## config.mk

```make
export PLATFORM = sky130hd
export DESIGN_NAME = lvl_state_ldst
export DESIGN_NICKNAME = d
export VERILOG_FILES = /design/src/rtl/lvl_pkg.sv /design/src/rtl/lvl_state_buf.sv /design/src/rtl/lvl_state_ldst.sv
export SDC_FILE = /design/constraint.sdc
export NUM_CORES = 1
export LEC_CHECK = 0
export ABC_AREA = 1
export ABC_CLOCK_PERIOD_IN_PS = 6800
export CORE_ASPECT_RATIO = 1.2
export CORE_UTILIZATION = 55
export DETAILED_ROUTE_END_ITERATION = 16
export GPL_TIMING_DRIVEN = 0
export PLACE_DENSITY = 0.87
export SLEW_MARGIN = 40
export SYNTH_ARGS = -nofsm -noshare
export SYNTH_HDL_FRONTEND = slang
export SYNTH_SLANG_ARGS = --single-unit
```

## constraint.sdc

```tcl
create_clock -name clk -period 6.8 [get_ports clk]
set_clock_uncertainty 0.15 [all_clocks]
set_input_delay 0.68 -clock clk [delete_from_list [all_inputs] [get_ports clk]]
set_output_delay 0.68 -clock clk [all_outputs]
set_load 0.005 [all_outputs]
```

## src/rtl/lvl_pkg.sv

```systemverilog
// Shared constants, FSM encoding and slice helpers for the level-state load/store engine.
// Optional feature macro used by the engine: LVL_LDST_SKIP_ZERO_EN.
package lvl_pkg;

    localparam int unsigned NUM_LVLS         = 8;
    localparam int unsigned WIDTH_LVL_STATES = 11;
    localparam int unsigned LVL_IDX_W        = $clog2(NUM_LVLS);
    localparam int unsigned PACKED_W         = NUM_LVLS * WIDTH_LVL_STATES;

    localparam int unsigned DCD_BIN_LSB = 1;
    localparam int unsigned DCD_BIN_W   = 10;
    localparam int unsigned HAS_BKT_BIT = 0;

    typedef enum logic [2:0] {
        StIdle,
        StLdRd,
        StLdCap,
        StLdWr,
        StStWr,
        StDone
    } ldst_state_e;

    // Level 0 sits in the most significant slice of the packed vector.
    function automatic int unsigned slot_lsb(input int unsigned k);
        return WIDTH_LVL_STATES * (NUM_LVLS - 1 - k);
    endfunction

    function automatic logic lvl_is_empty(input logic [WIDTH_LVL_STATES-1:0] w);
        return (w[DCD_BIN_LSB +: DCD_BIN_W] == '0) && !w[HAS_BKT_BIT];
    endfunction

endpackage

```

## src/rtl/lvl_state_buf.sv

```systemverilog
// NUM_LVLS x WIDTH_LVL_STATES slot buffer: clear, parallel load from the packed vector,
// single indexed write, one indexed read and a packed view of all slots.
module lvl_state_buf
    import lvl_pkg::*;
(
    input  logic                        clk_i,
    input  logic                        rst_ni,
    input  logic                        clr_i,
    input  logic                        ld_i,
    input  logic [PACKED_W-1:0]         ld_data_i,
    input  logic                        wr_en_i,
    input  logic [LVL_IDX_W-1:0]        wr_idx_i,
    input  logic [WIDTH_LVL_STATES-1:0] wr_data_i,
    input  logic [LVL_IDX_W-1:0]        rd_idx_i,
    output logic [WIDTH_LVL_STATES-1:0] rd_data_o,
    output logic [PACKED_W-1:0]         packed_o
);

    logic [WIDTH_LVL_STATES-1:0] slots_q [NUM_LVLS];
    logic [WIDTH_LVL_STATES-1:0] slots_d [NUM_LVLS];

    always_comb begin
        slots_d = slots_q;
        if (clr_i) begin
            for (int unsigned k = 0; k < NUM_LVLS; k++) begin
                slots_d[k] = '0;
            end
        end else if (ld_i) begin
            for (int unsigned k = 0; k < NUM_LVLS; k++) begin
                slots_d[k] = ld_data_i[slot_lsb(k) +: WIDTH_LVL_STATES];
            end
        end else if (wr_en_i) begin
            slots_d[wr_idx_i] = wr_data_i;
        end
    end

    always_ff @(posedge clk_i or negedge rst_ni) begin
        if (!rst_ni) begin
            for (int unsigned k = 0; k < NUM_LVLS; k++) begin
                slots_q[k] <= '0;
            end
        end else begin
            slots_q <= slots_d;
        end
    end

    always_comb begin
        packed_o = '0;
        for (int unsigned k = 0; k < NUM_LVLS; k++) begin
            packed_o[slot_lsb(k) +: WIDTH_LVL_STATES] = slots_q[k];
        end
    end

    assign rd_data_o = slots_q[rd_idx_i];

endmodule

```

## src/rtl/lvl_state_ldst.sv

```systemverilog
// Level-state load/store engine between global level memory and the level-state array.
// Define LVL_LDST_SKIP_ZERO_EN to suppress memory writes of all-zero level words on store.
module lvl_state_ldst
    import lvl_pkg::*;
#(
    parameter int unsigned ADDR_W = 16
) (
    input  logic                        clk,
    input  logic                        rst,
    input  logic                        start_load_i,
    input  logic                        start_store_i,
    input  logic [ADDR_W-1:0]           base_lvl_i,
    input  logic [3:0]                  num_lvls_i,
    output logic                        busy_o,
    output logic                        done_o,
    output logic                        wr_states_o,
    output logic [PACKED_W-1:0]         lvl_states_o,
    input  logic [PACKED_W-1:0]         lvl_states_i,
    output logic [ADDR_W-1:0]           mem_addr_o,
    output logic                        mem_rd_en_o,
    output logic                        mem_wr_en_o,
    output logic [WIDTH_LVL_STATES-1:0] mem_wdata_o,
    input  logic [WIDTH_LVL_STATES-1:0] mem_rdata_i
);

    ldst_state_e state_q, state_d;
    logic [3:0]           k_q, k_d;
    logic [3:0]           n_q, n_d;
    logic [ADDR_W-1:0]    base_q, base_d;
    logic                 cap_vld_q, cap_vld_d;
    logic [LVL_IDX_W-1:0] cap_idx_q, cap_idx_d;
    logic [PACKED_W-1:0]  out_q, out_d;

    logic [3:0]                  n_sel;
    logic                        buf_clr;
    logic                        buf_ld;
    logic [WIDTH_LVL_STATES-1:0] buf_rd_data;
    logic [PACKED_W-1:0]         buf_packed;
    logic                        st_wr_en;

    assign n_sel = (num_lvls_i > 4'(NUM_LVLS)) ? 4'(NUM_LVLS) : num_lvls_i;

    lvl_state_buf u_buf (
        .clk_i     (clk),
        .rst_ni    (rst),
        .clr_i     (buf_clr),
        .ld_i      (buf_ld),
        .ld_data_i (lvl_states_i),
        .wr_en_i   (cap_vld_q),
        .wr_idx_i  (cap_idx_q),
        .wr_data_i (mem_rdata_i),
        .rd_idx_i  (k_q[LVL_IDX_W-1:0]),
        .rd_data_o (buf_rd_data),
        .packed_o  (buf_packed)
    );

    always_ff @(posedge clk or negedge rst) begin
        if (!rst) begin
            state_q   <= StIdle;
            k_q       <= '0;
            n_q       <= '0;
            base_q    <= '0;
            cap_vld_q <= 1'b0;
            cap_idx_q <= '0;
            out_q     <= '0;
        end else begin
            state_q   <= state_d;
            k_q       <= k_d;
            n_q       <= n_d;
            base_q    <= base_d;
            cap_vld_q <= cap_vld_d;
            cap_idx_q <= cap_idx_d;
            out_q     <= out_d;
        end
    end

    always_comb begin
        state_d   = state_q;
        k_d       = k_q;
        n_d       = n_q;
        base_d    = base_q;
        // Read k returns its word one cycle later; remember where it lands.
        cap_vld_d = (state_q == StLdRd);
        cap_idx_d = k_q[LVL_IDX_W-1:0];
        unique case (state_q)
            StIdle: begin
                if (start_load_i || start_store_i) begin
                    n_d    = n_sel;
                    base_d = base_lvl_i;
                    k_d    = '0;
                    if (n_sel == '0) begin
                        state_d = StDone;
                    end else begin
                        state_d = start_load_i ? StLdRd : StStWr;
                    end
                end
            end
            StLdRd: begin
                if (k_q == n_q - 4'd1) begin
                    state_d = StLdCap;
                end else begin
                    k_d = k_q + 4'd1;
                end
            end
            StLdCap: state_d = StLdWr;
            StLdWr:  state_d = StIdle;
            StStWr: begin
                if (k_q == n_q - 4'd1) begin
                    state_d = StDone;
                end else begin
                    k_d = k_q + 4'd1;
                end
            end
            StDone:  state_d = StIdle;
            default: state_d = StIdle;
        endcase
    end

    always_comb begin
        // Load wins a simultaneous request; clearing also zeroes slots the load never fills.
        buf_clr     = (state_q == StIdle) && start_load_i;
        buf_ld      = (state_q == StIdle) && !start_load_i && start_store_i;
        busy_o      = (state_q != StIdle);
        done_o      = (state_q == StLdWr) || (state_q == StDone);
        wr_states_o = (state_q == StLdWr);
        mem_rd_en_o = (state_q == StLdRd);
`ifdef LVL_LDST_SKIP_ZERO_EN
        st_wr_en    = (state_q == StStWr) && !lvl_is_empty(buf_rd_data);
`else
        st_wr_en    = (state_q == StStWr);
`endif
        mem_wr_en_o = st_wr_en;
        mem_addr_o  = (mem_rd_en_o || mem_wr_en_o) ? base_q + ADDR_W'(k_q) : '0;
        mem_wdata_o = mem_wr_en_o ? buf_rd_data : '0;
        lvl_states_o = (state_q == StLdWr) ? buf_packed : out_q;
        out_d        = lvl_states_o;
    end

endmodule

```

# Word level (Yosys, flattened, before mapping)
# Cells that the tools add are included.
[totals]
ff_bits = 207
inputBits = 123
out_inout_bits = 120
elab_cells = 73
[op_classes]
n_addsub = 3
order_cmp = 4
n_eq_ne = 10
muxes = 22
n_bitwise = 2
n_reduce_logical = 17
[ops]
columns = ["cell", "n"]
rows = [
  ["$mux 88", 4],
  ["$bwmux 88", 1],
  ["$mux 11", 4],
  ["$bmux 11 s3", 1],
  ["$demux 11 s3", 1],
  ["$add 16x4->16", 1],
  ["$mux 16", 1],
  ["$mux 3", 5],
  ["$mux 4", 3],
  ["$pmux 3 s4", 1],
  ["$ge 4x4->1 const B", 2],
  ["$not 3->4", 2],
  ["$pmux 4 s2", 1],
  ["$eq 3x2->1 const B", 2],
  ["$eq 3x3->1 const B", 2],
  ["$reduce_and 3->1", 2],
  ["$reduce_bool 3->1", 2],
  ["$add 4x1->4 const B", 1],
  ["$eq 4x4->1", 1],
  ["$gt 4x4->1 const B", 1],
  ["$logic_and 1x1->1", 4],
  ["$logic_not 4->1", 1],
  ["$lt 4x1->1 const B", 1],
  ["$ne 2x1->1 const B", 2],
  ["9 further kinds", 12],
]

# Logic depth before layout (Yosys ltp)
[depth]
word_depth = 9
depth_mapped = 11
mapped_depth_nobuf = 11

# Hierarchy
# A second synthesis with hierarchy kept.
[unflattened]
hier_cells = 1576
hier_area_um2 = 11093.1
[by_module_without_submodules]
columns = ["mod", "instances", "cells_per_inst", "area_per_inst_um2"]
rows = [
  ["lvl_state_buf", 1, 904, 5815.6],
  ["lvl_state_ldst", 1, 672, 5277.6],
]

# Least setup slack after synthesis
# No wires, ideal clock.
[synth_timing]
kind = "reg-to-output"
startpoint = "reg k_q[1]"
endpoint = "out mem_addr_o[10]"
t_arrival_ps = 2229
t_required_ps = 5970
path_slack_ps = 3741
path_stages_with_launch = 10
path_cell_list = "dfrtp_1 > buf_2 > buf_1 > inv_1 > fa_1 > o21ai_0 > nand2_1 > nor2_1 > nor2_1 > nor2_1"
[synth_between]
elab_chain_len = 2
[synth_rtl]
columns = ["item", "line_no", "source"]
rows = [
  ["from (decl)", "lvl_state_ldst.sv:27", "logic [3:0] k_q, k_d;"],
  ["from (signal assigned)", "lvl_state_ldst.sv:68", "k_q <= k_d;"],
  ["$add 16x4->16", "lvl_state_ldst.sv:133", "mem_addr_o = (mem_rd_en_o || mem_wr_en_o) ? base_q + ADDR_W'(k_q) : '0;"],
  ["$mux 16", "lvl_state_ldst.sv:133", ""],
  ["to (decl)", "lvl_state_ldst.sv:19", "output logic [ADDR_W-1:0] mem_addr_o,"],
]
# No other way between the ends.

# Worst setup path in the final report
# Same ends and word-level chain as after synthesis.

==> flow_summary.toml <==
[outcome]
status = "finished clean"

[route]
route.detailed.drc = 0
drt.antenna.violating_nets = 0
vias = 11000
wirelength_um = 37600
dr.pass1.iters = 6
wl_per_cell_um = 19.3
via_per_inst = 5.65
drt-initial-drc-count = 1071

[worst_hold_path]
min_to = "cap_idx_q[2]"
hold_class = "flip-flop to flip-flop"
holdCritStartpoint = "k_q[2]"
whs_path_depth = 0

[sta]
setup_ws_ns = 2.10
relSlewSlack = 0.410
slew_violations = 0
hold_viol = 0
finalSetupTns_ns = 0
period_share = 0.690
max_freq_ghz = 0.213
min_period_ns = 4.70
rsz0062_at_grt = "false"
setup_violations = 0
tightestPinTransition_ns = 0.885

[pwr]
vdd_drop_max_mv = 0.312
p_per_area_nw_per_um2 = 440
p_total_mw = 6.17
p_leak_nw = 6.78

[placed_design]
placed_cells = 1911
place_congestion = 0.964
io_buffer_count = 231
hpwl_um = 28200
pre_cts_slack_ns = 2.68

[yosys]
yosys-top-cells-area = "dfrtp_1 (49%), nand2_1 (21%), o21ai_0 (4.8%), a21oi_1 (3.5%), inv_1 (3.0%)"
syn_inst = 1421
syn_avg_cell_area_um2 = 7.42
yosysMostFrequentCell = "nand2_1"
netlist_area_um2 = 10500
synth_seq_cells = 207
syn-num-nets = 1551
ys_seq_area_frac = 0.492
synth_common_cells = "nand2_1 (600), dfrtp_1 (207), o21ai_0 (102), inv_1 (83)"
synth_warnings = 0
ys_types = 31
synth_edf_count = 0
async_reset_ff_frac = 1.00
synth_flop_cell = "dfrtp_1"
yosysTopAreaCellShare = 0.492
yosys.area.top_type = "dfrtp_1"

[floorplanning]
io_pins = 243
dieArea_um2 = 19700
rows = 55
fp.dieW_um = 128
dieHeight_um = 154
initial_core_util = 0.561
core_area_um2 = 18800

[critical_path]
r2r.worst_path.cells = 5
rr_endpoint = "out_q[74]"
path_cells = "buf_2 > buf_1 > inv_1 > fa_1 > o21ai_0 > nand2_1 > nor2_1 > nor2_1 > nor2_1 > clkdlybuf4s50_1"
cp.arrival_ns = 3.87
cp_common_cell = "nor2_1"
cp_slowest_stage_delay_ns = 0.52
reg2reg_slack_ns = 4.33
critical_path_class = "flip-flop to primary output"
end_kind = "primary output"
critPathMaxFanout = 10
start_kind = "flip-flop"
r2r-start = "state_q[2]"
crit_required_ns = 5.97
slowest_stage = "o21ai_0"

[grt]
antenna_found_initial = 0
grt_first_pass_wirelength_um = 57900
overflow = 0
grt_pass1_vias = 10800
grt_max_degree = 67
grt.total_usage = 0.385

[cts]
clockBufferDepth = 3
cts_tree = "yes"
worstSkewPairLatency_ns = 0.52
postCtsHoldBufs = 1
clkTransAtPathRegs_ns = 0.06
cts_num_sinks = 207
cts_resized = 0
cts_setup_buffers = 0
cts_htree_levels = 1
cts_root_buf = "clkbuf_16"
numCtsBuffers = 22

[final_layout]
syn_to_final_growth_pct = 33.2
fillers = 1485
drive_gt1_frac = 0.0643
insertedDiodeCount = 0
layout.nets = 1810
final_cells = 1951

[run]
cap_violations = 0
placed cells by master (no fill, tap or decap), drive strengths merged:
| master | count |
|---|---|
| nand2 | 603 |
| clkdlybuf4s50 | 230 |
| dfrtp | 207 |
| o21ai | 125 |
| inv | 91 |
| clkbuf | 77 |
| nor2 | 76 |
| a21oi | 73 |
| buf | 57 |
| o22ai | 47 |
| nand3 | 36 |
| o211ai | 22 |
| a31oi | 13 |
| nor3 | 12 |
| nand4 | 6 |
| ha | 6 |
| clkinv | 4 |
| xor2 | 3 |
| bufinv | 3 |
| xnor2 | 1 |
| o21a | 1 |
| fa | 1 |
| dlygate4sd3 | 1 |
through the flow:
stage,utilization,hold WS (ns),area [µm²]
2_1_floorplan,-,0.228,10500
3_3_place_gp,0.701,0.257,13200
3_5_place_dp,0.706,0.265,13300
4_1_cts,0.747,0.257,14000
5_1_grt,0.747,0.276,14000
6_report,0.747,0.264,14000
per-layer routing:
layer / GRT usage / share of wire
met1: 0.478 / 0.38
met3: 0.0717 / 0.092
met4: 0.217 / 0.063
met2: 0.630 / 0.47
met5: 0 / 0
critical path, delay by kind of cell, from the launching register on:
family,cells,cell delay [ns]
AOI/OAI and AO/OA,1,0.52
DFF,1,0.49
and+or+nand+nor,4,0.49
adders and majority gates,1,0.46
buffers and inverters,4,1.40
power breakdown:
group	total [mW]	internal (mW)	switching [mW]
clock	1.27	0.775	0.491
combinational	2.89	1.20	1.69
sequential	2.01	1.69	0.317
total	6.17	3.66	2.50
sequential cells by signal, summed over array words and instances, names as in the netlist:
name / flops
cap_vld_q: 1
n_q: 4
cap_idx_q: 3
k_q: 4
state_q: 3
base_q: 16
u_buf.packed_o: 88
out_q: 88
kinds of logic (layout without fill, tap and decap cells):
group | Yosys count | after routing | synth area share
flip-flops | 207 | 207 | 0.492
adder cells (fa/ha/maj) | 7 | 7 | 0.00902
AND/OR/NAND/NOR | 733 | 733 | 0.274
XOR/XNOR | 4 | 4 | 0.00333
buffers and inverters | 189 | 463 | 0.0756
AO/OA/AOI/OAI | 281 | 281 | 0.146
final cells by class:
cell class | instances | area [µm²] | area share
plain buffers | 98 | 455 | 0.0325
clock buffers | 32 | 649 | 0.0463
clock inverters | 7 | 114 | 0.00811
inverters | 91 | 342 | 0.0243
multi-input cells | 1025 | 4560 | 0.325
flip-flops and latches | 207 | 5180 | 0.369
well taps | 256 | 320 | 0.0228
repair buffers | 235 | 2410 | 0.172
worst max-delay path by stage:
stage | from | endpoint
2_1_floorplan | k_q[1] | mem_addr_o[10]
3_3_place_gp | rst | out_q[13]
3_5_place_dp | k_q[1] | mem_addr_o[10]
4_1_cts | k_q[1] | mem_addr_o[10]
5_1_grt | k_q[1] | mem_addr_o[10]
6_report | k_q[1] | mem_addr_o[10]
(Power assumes the default switching activity.)
==> RTL change 1 (config.mk and constraints unchanged) <==
Register the output `mem_wr_en_o`, without a reset; this adds one clock of latency there. The other outputs are not delayed to match.
--- a/src/rtl/lvl_state_ldst.sv
+++ b/src/rtl/lvl_state_ldst.sv
@@ -24,2 +24,4 @@
 );
+
+    logic mem_wr_en_d;
 
@@ -131,5 +133,5 @@
 `endif
-        mem_wr_en_o = st_wr_en;
-        mem_addr_o  = (mem_rd_en_o || mem_wr_en_o) ? base_q + ADDR_W'(k_q) : '0;
-        mem_wdata_o = mem_wr_en_o ? buf_rd_data : '0;
+        mem_wr_en_d = st_wr_en;
+        mem_addr_o  = (mem_rd_en_o || mem_wr_en_d) ? base_q + ADDR_W'(k_q) : '0;
+        mem_wdata_o = mem_wr_en_d ? buf_rd_data : '0;
         lvl_states_o = (state_q == StLdWr) ? buf_packed : out_q;
@@ -138,2 +140,6 @@
 
+    always_ff @(posedge clk) begin
+        mem_wr_en_o <= mem_wr_en_d;
+    end
+
 endmodule
Behaviour: not the same (Yosys sat finds a counterexample within 4 cycles, from zero or initial values and one cycle with rst low).
==> RTL change 1 against the unedited design <==
Setup slack worse by 0.071 ns; combinational power about the same; sequential cell count increased by 1; power shrank 0.77%; final cell count is essentially flat; core utilization is 0.23 points lower; via count is 0.17% lower; final area about the same; clock power shrank 3%; count of clock-buffer cells in the layout is 3 higher; routed wire length shrank 1.8%; area after synthesis up 0.19%; critical path type unchanged; critical endpoint unchanged; largest cell class unchanged; highest routed layer unchanged.
==> RTL change 1: results (changes against the unedited design) <==
| Item | Reported | Delta |
|:---|:---|:---|
| Post-synthesis share of cell area spent on xor and xnor gates | 0.332% | -0.00063 points |
| Port Buffer Count | 231 | unchanged |
| Proportion of synthesized flip-flops having asynchronous set or reset | 99.5% | -0.48 points |
| Adder-cell share of the synthesized area | 0.901% | -0.0017 points |
| First-pass detailed-route iteration total | 7 | +1 |
| Gate Count Post-Synth | 1422 | +0.070% |
| Status | finished clean |  |
| Largest cells by area after synthesis | dfrtp_1 (49%), nand2_1 (21%), o21ai_0 (4.8%) |  |
| Diodes inserted | 0 | unchanged |
| Share of cells above drive strength 1 | 6.49% | +0.055 points |
| Cell leakage power | 0.00679 µW | about the same |
| Global-route wire length before repair | 56.5 mm | -2.3% |
| Synth warn | 0 | unchanged |
| Maximum resistive drop on vdd | 0.000296 V | -5.2% |
| Final-stage net count | 1811 | +0.055% |
| Final HPWL DP | 27.9 mm | -0.89% |
| Critical-path cell with the highest stage delay | o21ai_0 |  |
| Pre-CTS WS | 2.64 ns | -0.0338 ns |
| Sequential share of the synthesized area | 49.3% | +0.096 points |
| Number of buffers created by CTS | 22 | unchanged |
| Routed via count divided by cell count | 5.64 | -0.22% |
| Stage delay of the slowest cell on the critical path | 0.54 ns | +0.02 ns |
| Number of cells after detailed placement | 1912 | +0.052% |
| Mux share of post-synthesis cell area | 0% | unchanged |
| Maximum buffer depth of the clock tree | 3 | unchanged |
| # hold bufs at CTS | 1 | unchanged |
| Initial drt markers | 955 | -11% |
| Worst min path class | reg2reg |  |
| Total global-route track usage | 37.5% | -1.0 points |
| Actual transition at the worst max-transition pin | 0.820 ns | -0.0653 ns |
| Synth Area in Compound Gates | 14.6% | -0.028 points |
| Routed length per placed instance | 18.9 µm | -1.8% |
| Cell-internal power | 3640 µW | -0.61% |
| Crit-path max FO | 10 | unchanged |
| # H-tree levels | 1 | unchanged |
| Pin count of the biggest net entering global routing | 64 | -4.5% |
| Clock Pin Slew Worst Setup and Hold Paths | 0.06 ns | about the same |
| Clock latency on the worst-skew pair | 0.50 ns | -0.02 ns |
| Arrival @ worst endpoint | 3.94 ns | +0.07 ns |
| Last weighted congestion value of the routability-driven placer | 0.982 | +1.9% |
| Clk root buf | clkbuf_16 |  |
| Number of inserted filler cells in the final layout | 1465 | -1.3% |
| Cts repair resizes | 0 | unchanged |
| Number of antenna violations at the first check in global routing | 0 | unchanged |
| Synthesized netlist net count | 1552 | +0.064% |
| Count of placed standard cells in the final layout, fillers left out | 1952 | +0.051% |
| Post-CTS repair timing setup buffer count | 0 | unchanged |
| Distinct cell type count after synthesis | 32 | +3.2% |
| Vias in the first global route | 10700 | -1.2% |
| Setup TNS | 0 ns | unchanged |
| Cell family with the largest share of critical-path delay | buffers and inverters |  |
==> RTL change 1: final timing paths <==
check,start,end,slack (ns),cells after the start
hold reg to reg,k_q[2],cap_idx_q[2],0.29,0
setup / recovery,k_q[1],mem_addr_o[10],2.03,10
max in group asynchronous,rst,base_q[1],5.13,4
hold / removal,k_q[2],cap_idx_q[2],0.29,0
min in group asynchronous,rst,out_q[70],0.47,2
setup reg to reg,state_q[2],out_q[72],4.38,5
==> RTL change 1: final cells by class <==
| type | instances | area, µm² | area share (%) |
|---|---|---|---|
| buffer | 98 | 455 | 3.24 |
| clock buffer | 35 | 701 | 4.99 |
| clock inverter | 4 | 51.3 | 0.365 |
| inverter | 91 | 342 | 2.43 |
| multi-input combinational | 1025 | 4560 | 32.5 |
| sequential | 208 | 5200 | 37.0 |
| tap | 256 | 320 | 2.28 |
| timing repair buffer | 235 | 2410 | 17.2 |
==> RTL change 1: power by group through the flow <==
stage / Clock [µW] / Combinational, µW / Sequential, µW
after detailed placement: 0 / 2810 / 2010
after floorplan: 0 / 1630 / 1890
final: 1230 / 2880 / 2010
after global placement: 0 / 2750 / 2000
after global routing: 1280 / 3160 / 2050
after CTS: 1230 / 2850 / 2000
==> RTL change 1: cell families after synthesis <==
group,Yosys count
buf+inv,189
flops,208
compound gates,281
fa+ha+maj,7
simple gates,733
xor+xnor,4
==> RTL change 1: per-layer routing <==
metal / part of all wire, % / wire length (µm) / vias to the layer above / track usage (%)
li1: - / - / 5088 / -
met1: 38 / 13900 / 5186 / 46.5
met2: 48 / 17500 / 595 / 62.3
met3: 8.9 / 3300 / 132 / 6.44
met4: 5.8 / 2140 / 0 / 20.3
met5: 0 / 0 / - / 0
==> RTL change 1: stage by stage <==
step                instance area (µm²)  total power [µW]
finish                            14000              6120
global route                      14000              6490
CTS                               14000              6070
detailed placement                13300              4830
global placement                  13200              4750
floorplan                         10600              3520
==> RTL change 2 (same settings) <==
Without the edit above. The option `LVL_LDST_SKIP_ZERO_EN` is turned on by a define.
--- a/src/rtl/lvl_state_ldst.sv
+++ b/src/rtl/lvl_state_ldst.sv
@@ -2,2 +2,4 @@
 // Define LVL_LDST_SKIP_ZERO_EN to suppress memory writes of all-zero level words on store.
+`define LVL_LDST_SKIP_ZERO_EN
+
 module lvl_state_ldst
Check against the original RTL: not equivalent (a bounded check fails within 4 cycles, from zero or initial values and one cycle with rst low).
==> RTL change 2 against the unedited design <==
Critical path depth shrank 4; area after synthesis shrank 0.63%; final area shrank 0.60%; power grew 4.9%; routed wire length grew 2.1%; setup slack gained 0.11 ns; via count shrank 1.5%; die area shrank 0.62%; final cell count shrank 4.6%; fmax grew 2.5%; sequential cell count is the same; sequential power shrank 3%; combinational power grew 12%; critical path type unchanged; critical endpoint is now lvl_states_o[76].
==> RTL change 2: results (changes against the unedited design) <==
| Item | Reported | Delta |
|:---|:---|:---|
| Stage delay of the slowest cell on the critical path | 0.59 ns | +0.07 ns |
| Largest cells by area after synthesis | dfrtp_1 (49%), nand2_1 (16%), o21ai_0 (9.2%) |  |
| Slew headroom | 38.5% | -2.5 points |
| Pin count of the biggest net entering global routing | 80 | +19% |
| Met1 usage in global routing | 48.3% | +0.44 points |
| Detailed-routed wire length on met3 | 4.19 mm | +22% |
| Share of the final layout cell area in multi-input gates | 31.0% | -1.5 points |
| Arrival @ worst endpoint | 3.75 ns | -0.12 ns |
| Maximum resistive drop on vdd | 0.000342 V | +9.7% |
| Sequential portion of the cell area | 37.1% | +0.22 points |
| Number of inserted filler cells in the final layout | 1350 | -9.1% |
| Proportion of synthesized flip-flops having asynchronous set or reset | 100% | unchanged |
| Number of cells after detailed placement | 1822 | -4.7% |
| Mux share of post-synthesis cell area | 0% | unchanged |
| End of the critical path | lvl_states_o[76] |  |
| Met2 usage in global routing | 66.0% | +3.0 points |
| Endpoint of the worst hold-timing path | cap_idx_q[1] |  |
| Met3 demand-to-capacity share in global routing | 7.91% | +0.74 points |
| Critical-path cell with the highest stage delay | clkdlybuf4s50_1 |  |
| Status | finished clean |  |
| Worst reg2reg setup slack | 3.84 ns | -0.49 ns |
| Hold slack | 0.311 ns | +0.0469 ns |
| Placement Cell Area | 13200 µm² | -0.75% |
| Cell leakage power | 0.00657 µW | -3.2% |
| Distinct cell type count after synthesis | 33 | +6.5% |
| Routed length per placed instance | 20.6 µm | +7.0% |
| Count of multi-input gates | 907 | -12% |
| Post-synthesis share of cell area spent on xor and xnor gates | 1.67% | +1.3 points |
| Layout area overhead | 33.2% | about the same |
| First-pass detailed-route iteration total | 5 | -1 |
| Synth top cells by count | nand2_1 (444), dfrtp_1 (207), o21ai_0 (193), inv_1 (118), o22ai_1 (86) |  |
| Synth Area in Compound Gates | 17.0% | +2.4 points |
| WL final | 38.4 mm | +2.1% |
| Routed via count divided by cell count | 5.83 | +3.2% |
| Pre-CTS WS | 2.94 ns | +0.263 ns |
| Vias in the first global route | 10500 | -2.6% |
| Post-synthesis register bit count | 207 | unchanged |
| Share of cells above drive strength 1 | 7.20% | +0.77 points |
| Number of non-clock buffers | 331 | -0.60% |
| Hold path start | k_q[1] |  |
| Adder-cell share of the synthesized area | 0.908% | +0.0057 points |
| Gate Count Post-Synth | 1337 | -5.9% |
| Synthesized netlist net count | 1467 | -5.4% |
| Clock tree cell share of total cell area | 5.58% | +0.14 points |
| Total global-route track usage | 39.4% | +0.82 points |
| Power dissipated by switching net loads | 2620 µW | +4.9% |
| Final-stage net count | 1725 | -4.7% |
| Global-route wire length before repair | 58.2 mm | +0.60% |
| Logic inverters | 126 | +38% |
| Sequential share of the synthesized area | 49.5% | +0.31 points |
| Last weighted congestion value of the routability-driven placer | 1.00 | +3.7% |
| Total of clock buffers placed in the layout | 31 | -3.1% |
| Initial drt markers | 1141 | +6.5% |
-- RTL change 2: cell count changes in the layout (fill, tap and decap cells not counted), sizes merged, moves of 37 or more --
cell   before  now
a21oi      73   23
nand2     603  445
nand3      36   73
nor2       76   30
o21ai     125  195
o22ai      47   90
-- RTL change 2: kinds of logic (layout without fill, tap and decap cells) --
logic type	count (synthesis)	in the layout
AO/OA/AOI/OAI	317	317
XOR/XNOR	20	20
adder cells (fa/ha/maj)	7	7
buffers and inverters	223	496
flip-flops	207	207
AND/OR/NAND/NOR	563	563
-- RTL change 2: power by group through the flow --
stage	Clock (µW)	Sequential (µW)	Combinational (µW)
2_1_floorplan	0	1890	1780
3_3_place_gp	0	1930	3040
3_5_place_dp	0	1950	3120
4_1_cts	1290	1930	3160
5_1_grt	1350	1980	3480
6_report	1300	1940	3230
